--- src/rtl/maple_pkg.sv ---
// maple_pkg: shared types and helpers for the Maple transaction sequencer.
//   state_e  - sequencer states
//   STAT_*   - status byte codes returned to the host after each transaction
//   hdr_len  - remaining host bytes after the first header byte (3 + 4*N)
package maple_pkg;

  typedef enum logic [2:0] {
    ST_IDLE,
    ST_TX_HDR,
    ST_TX_DATA,
    ST_TX_CRC,
    ST_TX_DRAIN,
    ST_RX_WAIT,
    ST_RX_DATA,
    ST_STATUS
  } state_e;

  localparam logic [7:0] STAT_OK      = 8'h00;
  localparam logic [7:0] STAT_TIMEOUT = 8'h01;
  localparam logic [7:0] STAT_OVF     = 8'h02;
  localparam logic [7:0] STAT_CRC     = 8'h03;

  // First header byte is the word count N; three header bytes plus 4*N data
  // bytes remain. Range 3..1023 fits in 11 bits.
  function automatic logic [10:0] hdr_len(input logic [7:0] n);
    return 11'd3 + {1'b0, n, 2'b00};
  endfunction

endpackage

--- src/rtl/maple_txn_ctrl_if.sv ---
// maple_txn_ctrl_if: host FIFO, transmitter and receiver signals of the
// Maple transaction sequencer.
//   master - the sequencer (drives h_rx_ready, h_tx_*, tx_*, rx_enable)
//   slave  - the surrounding FIFO/transmitter/receiver blocks
interface maple_txn_ctrl_if;
  // host FIFO, host -> controller
  logic       h_rx_valid;
  logic [7:0] h_rx_data;
  logic       h_rx_ready;
  // host FIFO, controller -> host
  logic       h_tx_valid;
  logic [7:0] h_tx_data;
  logic       h_tx_ready;
  logic       h_tx_end;
  // transmitter
  logic       tx_wr;
  logic [7:0] tx_data;
  logic       tx_last;
  logic       tx_full;
  logic       tx_busy;
  // receiver
  logic       rx_enable;
  logic       rx_start;
  logic       rx_valid;
  logic [7:0] rx_data;
  logic       rx_end;

  modport master (
    input  h_rx_valid, h_rx_data, h_tx_ready, tx_full, tx_busy,
           rx_start, rx_valid, rx_data, rx_end,
    output h_rx_ready, h_tx_valid, h_tx_data, h_tx_end,
           tx_wr, tx_data, tx_last, rx_enable
  );

  modport slave (
    output h_rx_valid, h_rx_data, h_tx_ready, tx_full, tx_busy,
           rx_start, rx_valid, rx_data, rx_end,
    input  h_rx_ready, h_tx_valid, h_tx_data, h_tx_end,
           tx_wr, tx_data, tx_last, rx_enable
  );
endinterface

--- src/rtl/maple_xor_chk.sv ---
// maple_xor_chk: 8-bit XOR accumulator used for the Maple check byte.
//   clk, reset - clock, asynchronous active-low reset
//   clr        - restart accumulation (if en is also set, d becomes the value)
//   en, d      - fold byte d into the accumulator
//   acc        - current accumulated XOR
module maple_xor_chk (
  input  logic       clk,
  input  logic       reset,
  input  logic       clr,
  input  logic       en,
  input  logic [7:0] d,
  output logic [7:0] acc
);
  logic [7:0] acc_q, acc_d;

  // NOTE: every combinational output gets a default first, so no path leaves
  // it unassigned and no latch is inferred.
  always_comb begin
    acc_d = acc_q;
    if (clr)     acc_d = en ? d : 8'h00;
    else if (en) acc_d = acc_q ^ d;
  end

  // NOTE: state updates use non-blocking assignments so every flop samples
  // the pre-edge values, independent of block evaluation order.
  always_ff @(posedge clk or negedge reset) begin
    if (!reset) acc_q <= 8'h00;
    else        acc_q <= acc_d;
  end

  assign acc = acc_q;
endmodule

--- src/rtl/maple_txn_ctrl.sv ---
// maple_txn_ctrl: Maple bus frame-level transaction sequencer.
// Pulls one host frame, streams it to the transmitter with an appended XOR
// check byte, waits for the bus to turn around, forwards the reply to the
// host and closes with a status byte flagged by h_tx_end.
//   clk, reset - clock, asynchronous active-low reset
//   bus        - host FIFO / transmitter / receiver signals (master side)
//   busy       - transaction in progress
// Parameters: RX_TIMEOUT (cycles allowed for the reply start),
//             RX_MAX_BYTES (largest accepted reply).
// Build option: define MAPLE_RX_CRC_CHECK_EN to verify the reply's XOR check
// byte and report STAT_CRC on mismatch.
module maple_txn_ctrl
  import maple_pkg::*;
#(
  parameter int RX_TIMEOUT   = 48000,
  parameter int RX_MAX_BYTES = 1029
) (
  input  logic             clk,
  input  logic             reset,
  maple_txn_ctrl_if.master bus,
  output logic             busy
);
  localparam int TMO_W = $clog2(RX_TIMEOUT + 1);
  localparam int RXC_W = $clog2(RX_MAX_BYTES + 1);
  localparam logic [TMO_W-1:0] TMO_LOAD = TMO_W'(RX_TIMEOUT - 1);
  localparam logic [RXC_W-1:0] RXC_MAX  = RXC_W'(RX_MAX_BYTES);

  state_e           state_q, state_d;
  logic [10:0]      cnt_q, cnt_d;       // host bytes still to forward
  logic [TMO_W-1:0] tmo_q, tmo_d;       // reply start timeout
  logic [RXC_W-1:0] rxc_q, rxc_d;       // reply bytes delivered to host
  logic [7:0]       status_q, status_d;

  logic       rx_ready;
  logic       host_acc;
  logic       rx_full;
  logic       rx_drop;
  logic [7:0] tx_chk;

  assign host_acc = bus.h_rx_valid & rx_ready;
  assign rx_full  = (rxc_q >= RXC_MAX);
  assign rx_drop  = ~bus.h_tx_ready | rx_full;

  // Clearing in IDLE while accepting loads the first header byte directly.
  maple_xor_chk u_tx_chk (
    .clk   (clk),
    .reset (reset),
    .clr   (state_q == ST_IDLE),
    .en    (host_acc),
    .d     (bus.h_rx_data),
    .acc   (tx_chk)
  );

`ifdef MAPLE_RX_CRC_CHECK_EN
  logic [7:0] rx_chk;
  logic [7:0] rx_chk_next;

  maple_xor_chk u_rx_chk (
    .clk   (clk),
    .reset (reset),
    .clr   (state_q != ST_RX_DATA),
    .en    ((state_q == ST_RX_DATA) & bus.rx_valid),
    .d     (bus.rx_data),
    .acc   (rx_chk)
  );

  // Include a byte arriving together with rx_end.
  assign rx_chk_next = rx_chk ^ (bus.rx_valid ? bus.rx_data : 8'h00);
`endif

  // State register
  always_ff @(posedge clk or negedge reset) begin
    if (!reset) begin
      state_q  <= ST_IDLE;
      cnt_q    <= '0;
      tmo_q    <= '0;
      rxc_q    <= '0;
      status_q <= STAT_OK;
    end else begin
      state_q  <= state_d;
      cnt_q    <= cnt_d;
      tmo_q    <= tmo_d;
      rxc_q    <= rxc_d;
      status_q <= status_d;
    end
  end

  // Next-state logic
  always_comb begin
    state_d  = state_q;
    cnt_d    = cnt_q;
    tmo_d    = tmo_q;
    rxc_d    = rxc_q;
    status_d = status_q;
    unique case (state_q)
      ST_IDLE: begin
        status_d = STAT_OK;
        if (host_acc) begin
          cnt_d   = hdr_len(bus.h_rx_data);
          state_d = ST_TX_HDR;
        end
      end
      ST_TX_HDR, ST_TX_DATA: begin
        if (host_acc) begin
          cnt_d = cnt_q - 11'd1;
          // Count starts at 3+4N, so the header ends the first time the low
          // two bits return to zero.
          if (cnt_d == 11'd0)
            state_d = ST_TX_CRC;
          else if (state_q == ST_TX_HDR && cnt_d[1:0] == 2'b00)
            state_d = ST_TX_DATA;
        end
      end
      ST_TX_CRC: begin
        if (!bus.tx_full) state_d = ST_TX_DRAIN;
      end
      ST_TX_DRAIN: begin
        if (!bus.tx_busy) begin
          state_d = ST_RX_WAIT;
          tmo_d   = TMO_LOAD;
          rxc_d   = '0;
        end
      end
      ST_RX_WAIT: begin
        tmo_d = tmo_q - TMO_W'(1);
        if (bus.rx_start) begin
          state_d = ST_RX_DATA;
        end else if (tmo_q == '0) begin
          status_d = STAT_TIMEOUT;
          state_d  = ST_STATUS;
        end
      end
      ST_RX_DATA: begin
        if (bus.rx_valid) begin
          if (rx_drop) status_d = STAT_OVF;
          else         rxc_d    = rxc_q + RXC_W'(1);
        end
        if (bus.rx_end) begin
          state_d = ST_STATUS;
`ifdef MAPLE_RX_CRC_CHECK_EN
          if (status_d == STAT_OK && rx_chk_next != 8'h00) status_d = STAT_CRC;
`endif
        end
      end
      ST_STATUS: begin
        if (bus.h_tx_ready) begin
          state_d  = ST_IDLE;
          status_d = STAT_OK;
        end
      end
      default: state_d = ST_IDLE;
    endcase
  end

  // Output logic
  always_comb begin
    rx_ready       = 1'b0;
    bus.tx_wr      = 1'b0;
    bus.tx_data    = 8'h00;
    bus.tx_last    = 1'b0;
    bus.h_tx_valid = 1'b0;
    bus.h_tx_data  = 8'h00;
    bus.h_tx_end   = 1'b0;
    bus.rx_enable  = 1'b0;
    unique case (state_q)
      // Gating with reset keeps h_rx_ready low while reset is held.
      ST_IDLE:               rx_ready = reset;
      ST_TX_HDR, ST_TX_DATA: rx_ready = ~bus.tx_full;
      ST_TX_CRC: begin
        bus.tx_wr   = ~bus.tx_full;
        bus.tx_last = ~bus.tx_full;
        if (!bus.tx_full) bus.tx_data = tx_chk;
      end
      ST_RX_WAIT: bus.rx_enable = 1'b1;
      ST_RX_DATA: begin
        bus.rx_enable  = 1'b1;
        bus.h_tx_valid = bus.rx_valid & ~rx_full;
        if (bus.rx_valid && !rx_full) bus.h_tx_data = bus.rx_data;
      end
      ST_STATUS: begin
        bus.h_tx_valid = 1'b1;
        bus.h_tx_data  = status_q;
        bus.h_tx_end   = 1'b1;
      end
      default: ;
    endcase
    // Host bytes pass straight through to the transmitter.
    if (host_acc) begin
      bus.tx_wr   = 1'b1;
      bus.tx_data = bus.h_rx_data;
    end
  end

  assign bus.h_rx_ready = rx_ready;
  assign busy           = (state_q != ST_IDLE);

endmodule

--- src/flat_wrapper.sv ---
// flat-port wrapper written by rule: the top's interface ports become plain ports
module maple_txn_ctrl_flat import maple_pkg::*;
#(
  parameter int RX_TIMEOUT   = 48000,
  parameter int RX_MAX_BYTES = 1029
)
  (clk, reset, busy, bus_h_rx_valid, bus_h_rx_data, bus_h_tx_ready, bus_tx_full, bus_tx_busy, bus_rx_start, bus_rx_valid, bus_rx_data, bus_rx_end, bus_h_rx_ready, bus_h_tx_valid, bus_h_tx_data, bus_h_tx_end, bus_tx_wr, bus_tx_data, bus_tx_last, bus_rx_enable);
  maple_txn_ctrl_if bus_i ();
  input  logic clk;
  input  logic reset;
  output logic busy;
  input wire logic [$bits(bus_i.h_rx_valid)-1:0] bus_h_rx_valid;
  input wire logic [$bits(bus_i.h_rx_data)-1:0] bus_h_rx_data;
  input wire logic [$bits(bus_i.h_tx_ready)-1:0] bus_h_tx_ready;
  input wire logic [$bits(bus_i.tx_full)-1:0] bus_tx_full;
  input wire logic [$bits(bus_i.tx_busy)-1:0] bus_tx_busy;
  input wire logic [$bits(bus_i.rx_start)-1:0] bus_rx_start;
  input wire logic [$bits(bus_i.rx_valid)-1:0] bus_rx_valid;
  input wire logic [$bits(bus_i.rx_data)-1:0] bus_rx_data;
  input wire logic [$bits(bus_i.rx_end)-1:0] bus_rx_end;
  output wire logic [$bits(bus_i.h_rx_ready)-1:0] bus_h_rx_ready;
  output wire logic [$bits(bus_i.h_tx_valid)-1:0] bus_h_tx_valid;
  output wire logic [$bits(bus_i.h_tx_data)-1:0] bus_h_tx_data;
  output wire logic [$bits(bus_i.h_tx_end)-1:0] bus_h_tx_end;
  output wire logic [$bits(bus_i.tx_wr)-1:0] bus_tx_wr;
  output wire logic [$bits(bus_i.tx_data)-1:0] bus_tx_data;
  output wire logic [$bits(bus_i.tx_last)-1:0] bus_tx_last;
  output wire logic [$bits(bus_i.rx_enable)-1:0] bus_rx_enable;
  assign bus_i.h_rx_valid = bus_h_rx_valid;
  assign bus_i.h_rx_data = bus_h_rx_data;
  assign bus_i.h_tx_ready = bus_h_tx_ready;
  assign bus_i.tx_full = bus_tx_full;
  assign bus_i.tx_busy = bus_tx_busy;
  assign bus_i.rx_start = bus_rx_start;
  assign bus_i.rx_valid = bus_rx_valid;
  assign bus_i.rx_data = bus_rx_data;
  assign bus_i.rx_end = bus_rx_end;
  assign bus_h_rx_ready = bus_i.h_rx_ready;
  assign bus_h_tx_valid = bus_i.h_tx_valid;
  assign bus_h_tx_data = bus_i.h_tx_data;
  assign bus_h_tx_end = bus_i.h_tx_end;
  assign bus_tx_wr = bus_i.tx_wr;
  assign bus_tx_data = bus_i.tx_data;
  assign bus_tx_last = bus_i.tx_last;
  assign bus_rx_enable = bus_i.rx_enable;
  maple_txn_ctrl #(.RX_TIMEOUT(RX_TIMEOUT), .RX_MAX_BYTES(RX_MAX_BYTES)) u_core (.clk(clk), .reset(reset), .bus(bus_i), .busy(busy));
endmodule
--- config.mk ---
export PLATFORM = sky130hd
export DESIGN_NAME = maple_txn_ctrl_flat
export DESIGN_NICKNAME = d
export VERILOG_FILES = /design/src/rtl/maple_pkg.sv /design/src/rtl/maple_txn_ctrl_if.sv /design/src/rtl/maple_xor_chk.sv /design/src/rtl/maple_txn_ctrl.sv /design/src/flat_wrapper.sv
export SDC_FILE = /design/constraint.sdc
export NUM_CORES = 1
export LEC_CHECK = 0
export ABC_AREA = 0
export CAP_MARGIN = 15
export CORE_ASPECT_RATIO = 1.2
export CORE_MARGIN = 2
export CORE_UTILIZATION = 40
export DETAILED_ROUTE_END_ITERATION = 12
export PLACE_DENSITY_LB_ADDON = 0.08
export SYNTH_ARGS = -nofsm -noshare
export SYNTH_HDL_FRONTEND = slang
export SYNTH_SLANG_ARGS = --single-unit
--- constraint.sdc ---
create_clock -name clk -period 2.1 [get_ports clk]
set_clock_uncertainty 0.05 [all_clocks]
set_input_delay 0.315 -clock clk [delete_from_list [all_inputs] [get_ports clk]]
set_output_delay 0.315 -clock clk [all_outputs]
set_load 0.05 [all_outputs]
==> impl_metrics.env, run 1 <==
export IMPL_seq_area_frac_synth=0.4011
export IMPL_htreeDepth=2
export IMPL_crit_chain="buf_4 > o31a_1 > o31ai_4 > and2_4 > a22o_4 > buf_12"
export IMPL_layout_commonest_cell="buf_4"
export IMPL_diodes=0
export IMPL_ir_drop_mv=0.6923
export IMPL_setup_viol=15
export IMPL_die_area_um2=8687
export IMPL_synth_ff_type="dfrtp_1"
export IMPL_rsz0062_at_grt="yes"
export IMPL_p_sw_frac=0.4358
export IMPL_startpoint_type="register"
export IMPL_maxSlewViolCount=0
export IMPL_wirelength_mm=8.473
export IMPL_power_leakage_nw=2.033
export IMPL_crit_family="compound AO/OA/AOI/OAI gates"
export IMPL_rows=35
export IMPL_syn_to_final_growth_pct=51.83
export IMPL_grt_pass1_vias=3046
export IMPL_hpwl_mm=6.311
export IMPL_drtIter0Drc=178
export IMPL_start_util=0.4128
export IMPL_die_h_um=101.7
export IMPL_portBuffers=47
export IMPL_setup_slack_ps=-271.4
export IMPL_period_needed_ps=2371
export IMPL_synthArstFlopShare=1.000
export IMPL_nets=497
export IMPL_grt_pass1_wl_mm=14.38
export IMPL_critPathMaxFanout=4
export IMPL_cts_root_buf="clkbuf_8"
export IMPL_failed_checks="hold timing, setup timing"
export IMPL_synthCells=372
export IMPL_core_area_um2=7707
export IMPL_num_vias=3065
export IMPL_clk_latency_ps=320
export IMPL_finalSetupTns_ps=-2338
export IMPL_syn_num_nets=402
export IMPL_cts_path_max_buffers=2
export IMPL_avgSynthCellArea_um2=8.553
export IMPL_fin_crit_sh=1.129
export IMPL_ys_ff_latch=51
export IMPL_min_delay_path_class="input pin to async pin"
export IMPL_grt_ovfl_total=0
export IMPL_drv_cap=0
export IMPL_seqPwrFrac=0.315
export IMPL_yosysWarningCount=0
export IMPL_max_slew_margin=0.6699
export IMPL_p_int_mw=2.856
export IMPL_critical_path_class="register to primary output"
export IMPL_io_pins=48
export IMPL_arrival_ps=2010
export IMPL_wl_per_cell_um=15.13
export IMPL_final_cell_mix="54 x buf_4, 47 x dfrtp_1, 41 x nand2_1"
export IMPL_synth_edf_count=0
export IMPL_critPathBufInv=2
export IMPL_clkSinkCount=51
export IMPL_fp_dieW_um=85.42
export IMPL_grt_max_degree=38
export IMPL_vias_per_cell=5.473
export IMPL_final_antenna_net_count=0
export IMPL_finalPower_mw=5.062
export IMPL_drc_errors=0
export IMPL_slowest_delay_ps=410
export IMPL_grt_use_total=0.2064
export IMPL_antenna_found_initial=0
export IMPL_cts_tree="done"
export IMPL_combPwrFrac=0.562
export IMPL_cts_buffers=5
export IMPL_holdWs_ps=-15.58
export IMPL_fin_cells=560
export IMPL_switchingPower_mw=2.206
export IMPL_firstDrtPassIters=4
export IMPL_power_density_nw_per_um2=1048
export IMPL_syn_area_um2=3182
export IMPL_utilization=0.6268
export IMPL_outcome="finished with violations"
export IMPL_dp_cells=540
export IMPL_critPathSlowestCell="dfrtp_1"
export IMPL_hold_viol=14
export IMPL_end_kind="primary output"
export IMPL_required_ps=1740
export IMPL_place_congestion=0.8237
export IMPL_max_freq_mhz=421.7
export IMPL_worst_pin_slew_ps=495.2
export IMPL_path_clk_slew_ps=110
export IMPL_layout_drive_gt1_share=0.3590
export IMPL_clkPwrFrac=0.123
export IMPL_yosysUniqueCellTypes=63
==> worst paths after layout <==
kind                                     endpoint  slack [ps]  cells past startpoint             start
worst min register to register   u_core.tmo_q[15]         440                      1  u_core.tmo_q[15]
max in group asynchronous       u_core.state_q[0]        1230                      3             reset
min in group clk                 u_core.tmo_q[15]         440                      1  u_core.tmo_q[15]
worst max register to register    u_core.rxc_q[9]          10                      7   u_core.rxc_q[1]
worst min-delay path              u_core.tmo_q[5]         -20                      2             reset
worst max-delay path             bus_h_tx_data[0]        -270                      6   u_core.rxc_q[1]
==> layer usage <==
layer	routed length, um	GRT usage
met5	0	0
met4	110	0.05617
met3	360	0.03830
met2	4533	0.3738
met1	3469	0.2512
==> kinds of logic (layout without fill, tap and decap cells) <==
family                   after synthesis  after routing  share of synthesized area
AND/OR/NAND/NOR                      185            185                     0.3067
AO/OA/AOI/OAI                         80             80                     0.1715
flip-flops                            51             51                     0.4011
buffers and inverters                 31            127                    0.04365
XOR/XNOR                              14             14                    0.03854
multiplexers                           6              6                    0.01888
adder cells (fa/ha/maj)                5              5                    0.01966
==> cells in the mapped netlist, types with 4 or more instances <==
cell,n,area share
a21oi_1,24,0.038
a31oi_1,5,0.0098
and3_2,6,0.014
clkbuf_1,13,0.015
dfrtp_1,51,0.40
ha_1,5,0.020
inv_1,11,0.013
mux2i_1,6,0.019
nand2_1,66,0.078
nand2b_1,6,0.012
nand3_1,9,0.014
nand4_1,5,0.0098
nor2_1,29,0.034
nor3_1,20,0.031
nor3b_1,4,0.0094
nor4b_1,4,0.011
o21a_1,4,0.0094
o21ai_0,10,0.016
o22ai_1,6,0.012
o31ai_1,6,0.014
or2_2,6,0.012
xor2_1,12,0.033
==> worst reg2reg max path, stage by stage, from the launching register on <==
cell     delay (ps)
dfrtp_1         410
buf_4           140
o31a_1          340
o31ai_4         320
buf_4           200
nand3_2          90
or4_1           400
o21ai_0          80
==> power by group through the flow <==
stage          Sequential, mW  Clock, mW  Combinational, mW
3_3_place_gp             1.61          0               2.51
4_1_cts                  1.59      0.643               2.77
3_5_place_dp             1.62          0               2.55
2_1_floorplan            1.50          0               1.71
5_1_grt                  1.65      0.671               3.08
6_report                 1.59      0.624               2.85
==> flip-flops by register name (all words and copies together), names as in the netlist <==
signal and flops:
u_core.u_tx_chk.acc 8, u_core.rxc_q 11, u_core.state_q 3, u_core.status_q 2, u_core.cnt_q 11, u_core.tmo_q 16
==> cell type report <==
class / instances / area, um2
clock buffer: 5 / 68.82
clock inverter: 3 / 28.78
fill: 650 / 2877
inverter: 11 / 41.29
multi-input combinational: 290 / 2100
sequential: 51 / 1281
tap: 92 / 115.1
timing repair buffer: 108 / 1196
==> stage by stage <==
step                worst slack [ps]  instance area, um2  hold WS (ps)
floorplan                     -10.39                3369        -30.59
global placement               1.757                4427         327.3
detailed placement            -21.94                4427         326.5
CTS                           -273.4                4732         1.185
global route                  -342.9                4831         2.375
finish                        -271.4                4831        -15.58
==> timing repair <==
action | CTS | global route
setup endpoints to repair | 24 | 30
hold buffers | 0 | 0
resized for setup | 33 | 21
setup buffers | 9 | 3
pin swaps | 19 | 6
Note: power is estimated with default switching activity, not from simulation.
==> run 2: changes to the inputs <==
SYNTH_HIERARCHICAL = 1   (was default)
==> impl_metrics.env, run 2 <==
export IMPL_die_area_um2=8778
export IMPL_end_kind="primary output"
export IMPL_final_cell_mix="60 x buf_4, 49 x dfrtp_1, 43 x nand2_1"
export IMPL_combPwrFrac=0.629
export IMPL_crit_chain="or4_4 > o31ai_4 > and2b_2 > and2_4 > a22o_4 > buf_12"
export IMPL_power_leakage_nw=2.239
export IMPL_rrSetupSlack_ps=-140
export IMPL_num_vias=3328
export IMPL_core_area_um2=7751
export IMPL_nets=539
export IMPL_grt_pass1_vias=3263
export IMPL_ir_drop_mv=0.8076
export IMPL_fp_dieW_um=85.87
export IMPL_setup_slack_ps=-386.8
export IMPL_synth_top_cell_by_area="dfrtp_1"
export IMPL_worst_pin_slew_ps=685.1
export IMPL_power_density_nw_per_um2=1188
export IMPL_critPathBufInv=1
export IMPL_largest_register="u_core/tmo_q"
export IMPL_grt_ovfl_total=0
export IMPL_critPathSlowestCell="or4_4"
export IMPL_layout_commonest_cell="buf_4"
export IMPL_yosysWarningCount=6
export IMPL_final_seq_area_um2=1279
export IMPL_max_freq_mhz=402.1
export IMPL_hpwl_mm=6.257
export IMPL_wl_per_cell_um=16.71
export IMPL_drv_cap=0
export IMPL_antenna_found_initial=0
export IMPL_synthArstFlopShare=1.000
export IMPL_htreeDepth=2
export IMPL_synthCells=383
export IMPL_diodes=0
export IMPL_maxSlewViolCount=0
export IMPL_post_dp_cell_area_um2=4481
export IMPL_hold_viol=0
export IMPL_cts_tree="done"
export IMPL_slowest_delay_ps=530
export IMPL_rsz0062_at_grt="yes"
export IMPL_crit_family="simple AND/OR/NAND/NOR gates"
export IMPL_firstDrtPassIters=9
export IMPL_max_slew_margin=0.5432
export IMPL_cts_path_max_buffers=2
export IMPL_largest_reg_flops=16
export IMPL_drc_errors=6
export IMPL_setup_viol=24
export IMPL_grt_max_degree=52
export IMPL_period_needed_ps=2487
export IMPL_top_regs="u_core/tmo_q x16, u_core/cnt_q x11, u_core/rxc_q x11"
export IMPL_syn_to_final_growth_pct=65.81
export IMPL_critical_path_class="register to primary output"
export IMPL_arrival_ps=2120
export IMPL_multiInputGateArea_um2=2290
export IMPL_cts_buffers=5
export IMPL_required_ps=1740
export IMPL_avgSynthCellArea_um2=8.399
export IMPL_utilization=0.6881
export IMPL_clkPwrFrac=0.109
export IMPL_syn_area_um2=3217
export IMPL_fill_cells=582
export IMPL_grt_pass1_wl_mm=15.44
export IMPL_failed_checks="DRC, setup timing"
export IMPL_seq_area_frac_synth=0.3967
export IMPL_synth_top_area_frac=0.3967
export IMPL_vias_per_cell=5.575
export IMPL_start_util=0.4150
export IMPL_ys_ff_latch=51
export IMPL_outcome="finished with violations"
export IMPL_drtIter0Drc=213
export IMPL_synth_edf_count=0
export IMPL_portBuffers=47
export IMPL_synth_common_cells="62 x nand2_1, 51 x dfrtp_1, 38 x nor2_1"
export IMPL_clkSinkCount=51
export IMPL_clk_latency_ps=310
export IMPL_switchingPower_mw=2.689
export IMPL_fin_cells=597
export IMPL_wirelength_mm=9.977
export IMPL_critPathMaxFanout=8
export IMPL_dp_cells=562
export IMPL_grt_use_total=0.2206
export IMPL_place_congestion=0.8460
export IMPL_synthTopCellsByArea="dfrtp_1 40%, nand2_1 7.2%, nor2_1 4.4%"
export IMPL_fin_crit_sh=1.184
export IMPL_cts_root_buf="clkbuf_8"
export IMPL_synthMostInstantiatedCell="nand2_1"
export IMPL_p_int_mw=3.648
export IMPL_path_clk_slew_ps=90
export IMPL_layout_drive_gt1_share=0.4059
export IMPL_synth_ff_type="dfrtp_1"
export IMPL_place_ws_ps=-136.4
export IMPL_seqPwrFrac=0.262
export IMPL_post_route_cell_area_um2=5334
export IMPL_p_sw_frac=0.4243
export IMPL_startpoint_type="register"
export IMPL_io_pins=48
export IMPL_rows=35
export IMPL_die_h_um=102.2
export IMPL_final_antenna_net_count=0
export IMPL_syn_num_nets=417
export IMPL_yosysUniqueCellTypes=62
export IMPL_min_delay_path_class="input pin to async pin"
-- run 2: stage by stage --
| stage | TNS, ps | total power, mW | hold slack [ps] |
|---|---|---|---|
| floorplan | -813.3 | 3.412 | -30.59 |
| global placement | -922.6 | 4.585 | 436.0 |
| detailed placement | -1145 | 4.644 | 445.5 |
| CTS | -5656 | 5.842 | 156.7 |
| global route | -7690 | 6.729 | 187.8 |
| finish | -5788 | 6.337 | 120.7 |
-- run 2: cell type report --
type	instances	share of cell area
flip-flops and latches	51	0.2397
clock buffers	6	0.01361
multi-input cells	302	0.4293
clock inverters	1	0.005630
repair inverters	1	0.001407
well taps	92	0.02158
repair buffers	128	0.2747
inverters	16	0.01407
-- run 2: power by group through the flow --
stage	Sequential [mW]	Combinational [mW]	Clock [mW]
2_1_floorplan	1.55	1.87	0
3_3_place_gp	1.61	2.98	0
3_5_place_dp	1.62	3.03	0
4_1_cts	1.62	3.51	0.712
5_1_grt	1.71	4.27	0.747
6_report	1.66	3.99	0.688
-- run 2: path summary, 6_finish.rpt --
kind | to | depth (start not counted) | startpoint
worst max-delay path | bus_h_tx_data[0] | 6 | u_core/rxc_q[7]
worst min register to register | u_core/tmo_q[3] | 1 | u_core/tmo_q[3]
worst min-delay path | u_core/tmo_q[3] | 2 | reset
max in group asynchronous | u_core/cnt_q[0] | 2 | reset
worst max register to register | u_core/state_q[1] | 9 | u_core/state_q[0]
min in group clk | u_core/tmo_q[3] | 1 | u_core/tmo_q[3]
-- run 2: worst register-to-register path: cells and delay by family, from the launching register on --
family / cells / cell delay (ps)
compound gates: 5 / 910
fa+ha+maj: 1 / 160
buf+inv: 2 / 260
flops: 1 / 430
mux: 1 / 310
-- run 2: kinds of logic after synthesis --
group | synth area share
AND/OR/NAND/NOR | 0.2851
AO/OA/AOI/OAI | 0.1731
buffers and inverters | 0.04006
flip-flops | 0.3967
XOR/XNOR | 0.05990
adder cells (fa/ha/maj) | 0.03501
multiplexers | 0.01011
-- run 2: timing repair --
action                                 in CTS  in global routing
pin swaps                                  26                 34
endpoints found under the hold margin       0                  0
resized for setup                          57                 56
buffers inserted                           16                 13
hold buffers                                0                  0
setup endpoints to repair                  23                 52
cloned                                      2                  3
-- run 2: per-layer routing --
metal | vias up | part of all wire | wire length (um) | track usage
met1 | 1593 | 0.42 | 4188 | 0.2677
met5 | - | 0 | 0 | 0
met3 | 21 | 0.054 | 537 | 0.03473
met4 | 0 | 0.029 | 289 | 0.08303
li1 | 1591 | - | - | -
met2 | 123 | 0.50 | 4962 | 0.3930
==> run 3: changes to the inputs <==
DONT_BUFFER_PORTS = 1   (was default)
GPL_ROUTABILITY_DRIVEN = 0   (was default)
SLEW_MARGIN = 20   (was default)
==> impl_metrics.env, run 3 (synthesized netlist as in run 2, its figures left out) <==
export IMPL_outcome="finished with violations"
export IMPL_failed_checks="DRC, setup timing"
export IMPL_path_clk_slew_ps=90
export IMPL_grt_pass1_wl_mm=14.69
export IMPL_cts_root_buf="clkbuf_8"
export IMPL_portBuffers=0
export IMPL_rsz0062_at_grt="yes"
export IMPL_critPathMaxFanout=8
export IMPL_setup_slack_ps=-333.3
export IMPL_drv_cap=0
export IMPL_post_dp_cell_area_um2=3782
export IMPL_grt_use_total=0.2079
export IMPL_r2r_end="u_core/state_q[1]"
export IMPL_htreeDepth=2
export IMPL_grt_ovfl_total=0
export IMPL_post_route_cell_area_um2=4491
export IMPL_power_leakage_nw=1.823
export IMPL_wirelength_mm=8.910
export IMPL_drc_errors=6
export IMPL_rows=35
export IMPL_layout_drive_gt1_share=0.3795
export IMPL_arrival_ps=2070
export IMPL_seqPwrFrac=0.305
export IMPL_p_sw_frac=0.4517
export IMPL_nets=483
export IMPL_clk_latency_ps=300
export IMPL_worst_pin_slew_ps=452.3
export IMPL_grt_max_degree=52
export IMPL_layout_commonest_cell="buf_4"
export IMPL_final_seq_area_um2=1277
export IMPL_cts_buffers=5
export IMPL_syn_to_final_growth_pct=39.60
export IMPL_rrSetupSlack_ps=-110
export IMPL_io_pins=48
export IMPL_final_cell_mix="54 x buf_4, 50 x dfrtp_1, 45 x nand2_1"
export IMPL_fin_crit_sh=1.159
export IMPL_maxSlewViolCount=0
export IMPL_end_kind="primary output"
export IMPL_top_regs="u_core/tmo_q x16, u_core/cnt_q x11, u_core/rxc_q x11"
export IMPL_die_area_um2=8778
export IMPL_min_delay_path_class="input pin to register"
export IMPL_hold_viol=0
export IMPL_num_vias=2990
export IMPL_place_ws_ps=-18.31
export IMPL_hpwl_mm=5.970
export IMPL_wl_per_cell_um=16.50
export IMPL_combPwrFrac=0.595
export IMPL_max_slew_margin=0.6957
export IMPL_holdPathEnd="u_core/u_tx_chk/acc[7]"
export IMPL_cts_path_max_buffers=2
export IMPL_startpoint="u_core/rxc_q[8]"
export IMPL_hp_start="bus_h_rx_data[7]"
export IMPL_clkPwrFrac=0.101
export IMPL_diodes=0
export IMPL_vias_per_cell=5.537
export IMPL_clkSinkCount=51
export IMPL_antenna_found_initial=0
export IMPL_grt_pass1_vias=3038
export IMPL_final_antenna_net_count=0
export IMPL_ir_drop_mv=0.7072
export IMPL_start_util=0.4150
export IMPL_largest_register="u_core/tmo_q"
export IMPL_required_ps=1740
export IMPL_max_freq_mhz=411.0
export IMPL_die_h_um=102.2
export IMPL_multiInputGateArea_um2=2281
export IMPL_critical_path_class="register to primary output"
export IMPL_core_area_um2=7751
export IMPL_startpoint_type="register"
export IMPL_cts_tree="done"
export IMPL_fp_dieW_um=85.87
export IMPL_power_density_nw_per_um2=1224
export IMPL_largest_reg_flops=16
export IMPL_ff2ff_path_depth=9
export IMPL_switchingPower_mw=2.483
export IMPL_r2r_start="u_core/state_q[1]"
export IMPL_fill_cells=674
export IMPL_drtIter0Drc=133
export IMPL_period_needed_ps=2433
export IMPL_p_int_mw=3.013
export IMPL_holdPathStages=2
export IMPL_firstDrtPassIters=10
export IMPL_setup_viol=20
==> run 3: changes by cell type in the layout (fill, tap and decap cells not counted), moves of 4 or more <==
cell / change
nand2_2: +5
nand2_4: -9
o21ai_1: -4
buf_12: -22
clkdlybuf4s50_1: -23
buf_4: -6
==> run 3: timing repair <==
item,4_1_cts,5_1_grt
buffers inserted,8,11
gates cloned,1,1
endpoints found under the setup margin,19,38
resized for setup,52,43
hold endpoints to repair,51,0
hold buffers,2,0
pin swaps,17,32
==> run 3: final cells by class <==
class | instances | share of cell area
multi-input combinational | 302 | 0.5079
timing repair buffer | 72 | 0.1493
clock buffer | 6 | 0.01616
inverter | 16 | 0.01477
sequential | 51 | 0.2845
timing repair inverter | 1 | 0.001672
tap | 92 | 0.02563
==> run 3: critical path, cell delays in order (launching register included) <==
cell and delay, ps:
dfrtp_1 390, or4_4 550, o31ai_4 200, and2b_2 240, and2_4 180, or2_4 210
==> run 3: how the worst max path moves through the flow <==
| stage | slack [ps] | to | cells after the start |
|---|---|---|---|
| floorplan | -60 | bus_tx_data[0] | 5 |
| global placement | -5 | bus_tx_data[3] | 8 |
| detailed placement | -20 | u_core/state_q[1] | 7 |
| CTS | -340 | bus_h_tx_valid | 6 |
| global route | -400 | bus_h_tx_valid | 7 |
| finish | -330 | bus_h_tx_valid | 5 |
==> run 3: power groups by stage <==
stage	Combinational, mW	Sequential, mW	Clock, mW
floorplan	1.87	1.55	0
global placement	2.52	1.62	0
detailed placement	2.55	1.63	0
CTS	2.94	1.63	0.578
global route	3.55	1.72	0.610
finish	3.27	1.67	0.553
==> run 3: per-layer routing <==
layer  routed length [um]  global-route usage  vias up  part of all wire
met2                 4377              0.3655       78              0.49
met5                    0                   0        -                 0
li1                     -                   -     1476                 -
met1                 4026              0.2629     1427              0.45
met4                  114             0.05372        0             0.013
met3                  391             0.03877        9             0.044
==> run 3: metrics by stage <==
| stage | instances | hold WS [ps] | utilization | power (mW) | setup TNS [ps] |
|---|---|---|---|---|---|
| 5_1_grt | 540 | 95.18 | 0.5793 | 5.881 | -6335 |
| 3_3_place_gp | 513 | -29.30 | 0.4880 | 4.139 | -4.640 |
| 6_report | 540 | 113.2 | 0.5793 | 5.496 | -4736 |
| 4_1_cts | 530 | 94.73 | 0.5396 | 5.153 | -4334 |
| 2_1_floorplan | 383 | -30.59 | - | 3.412 | -813.3 |
| 3_5_place_dp | 513 | -29.21 | 0.4880 | 4.184 | -32.35 |
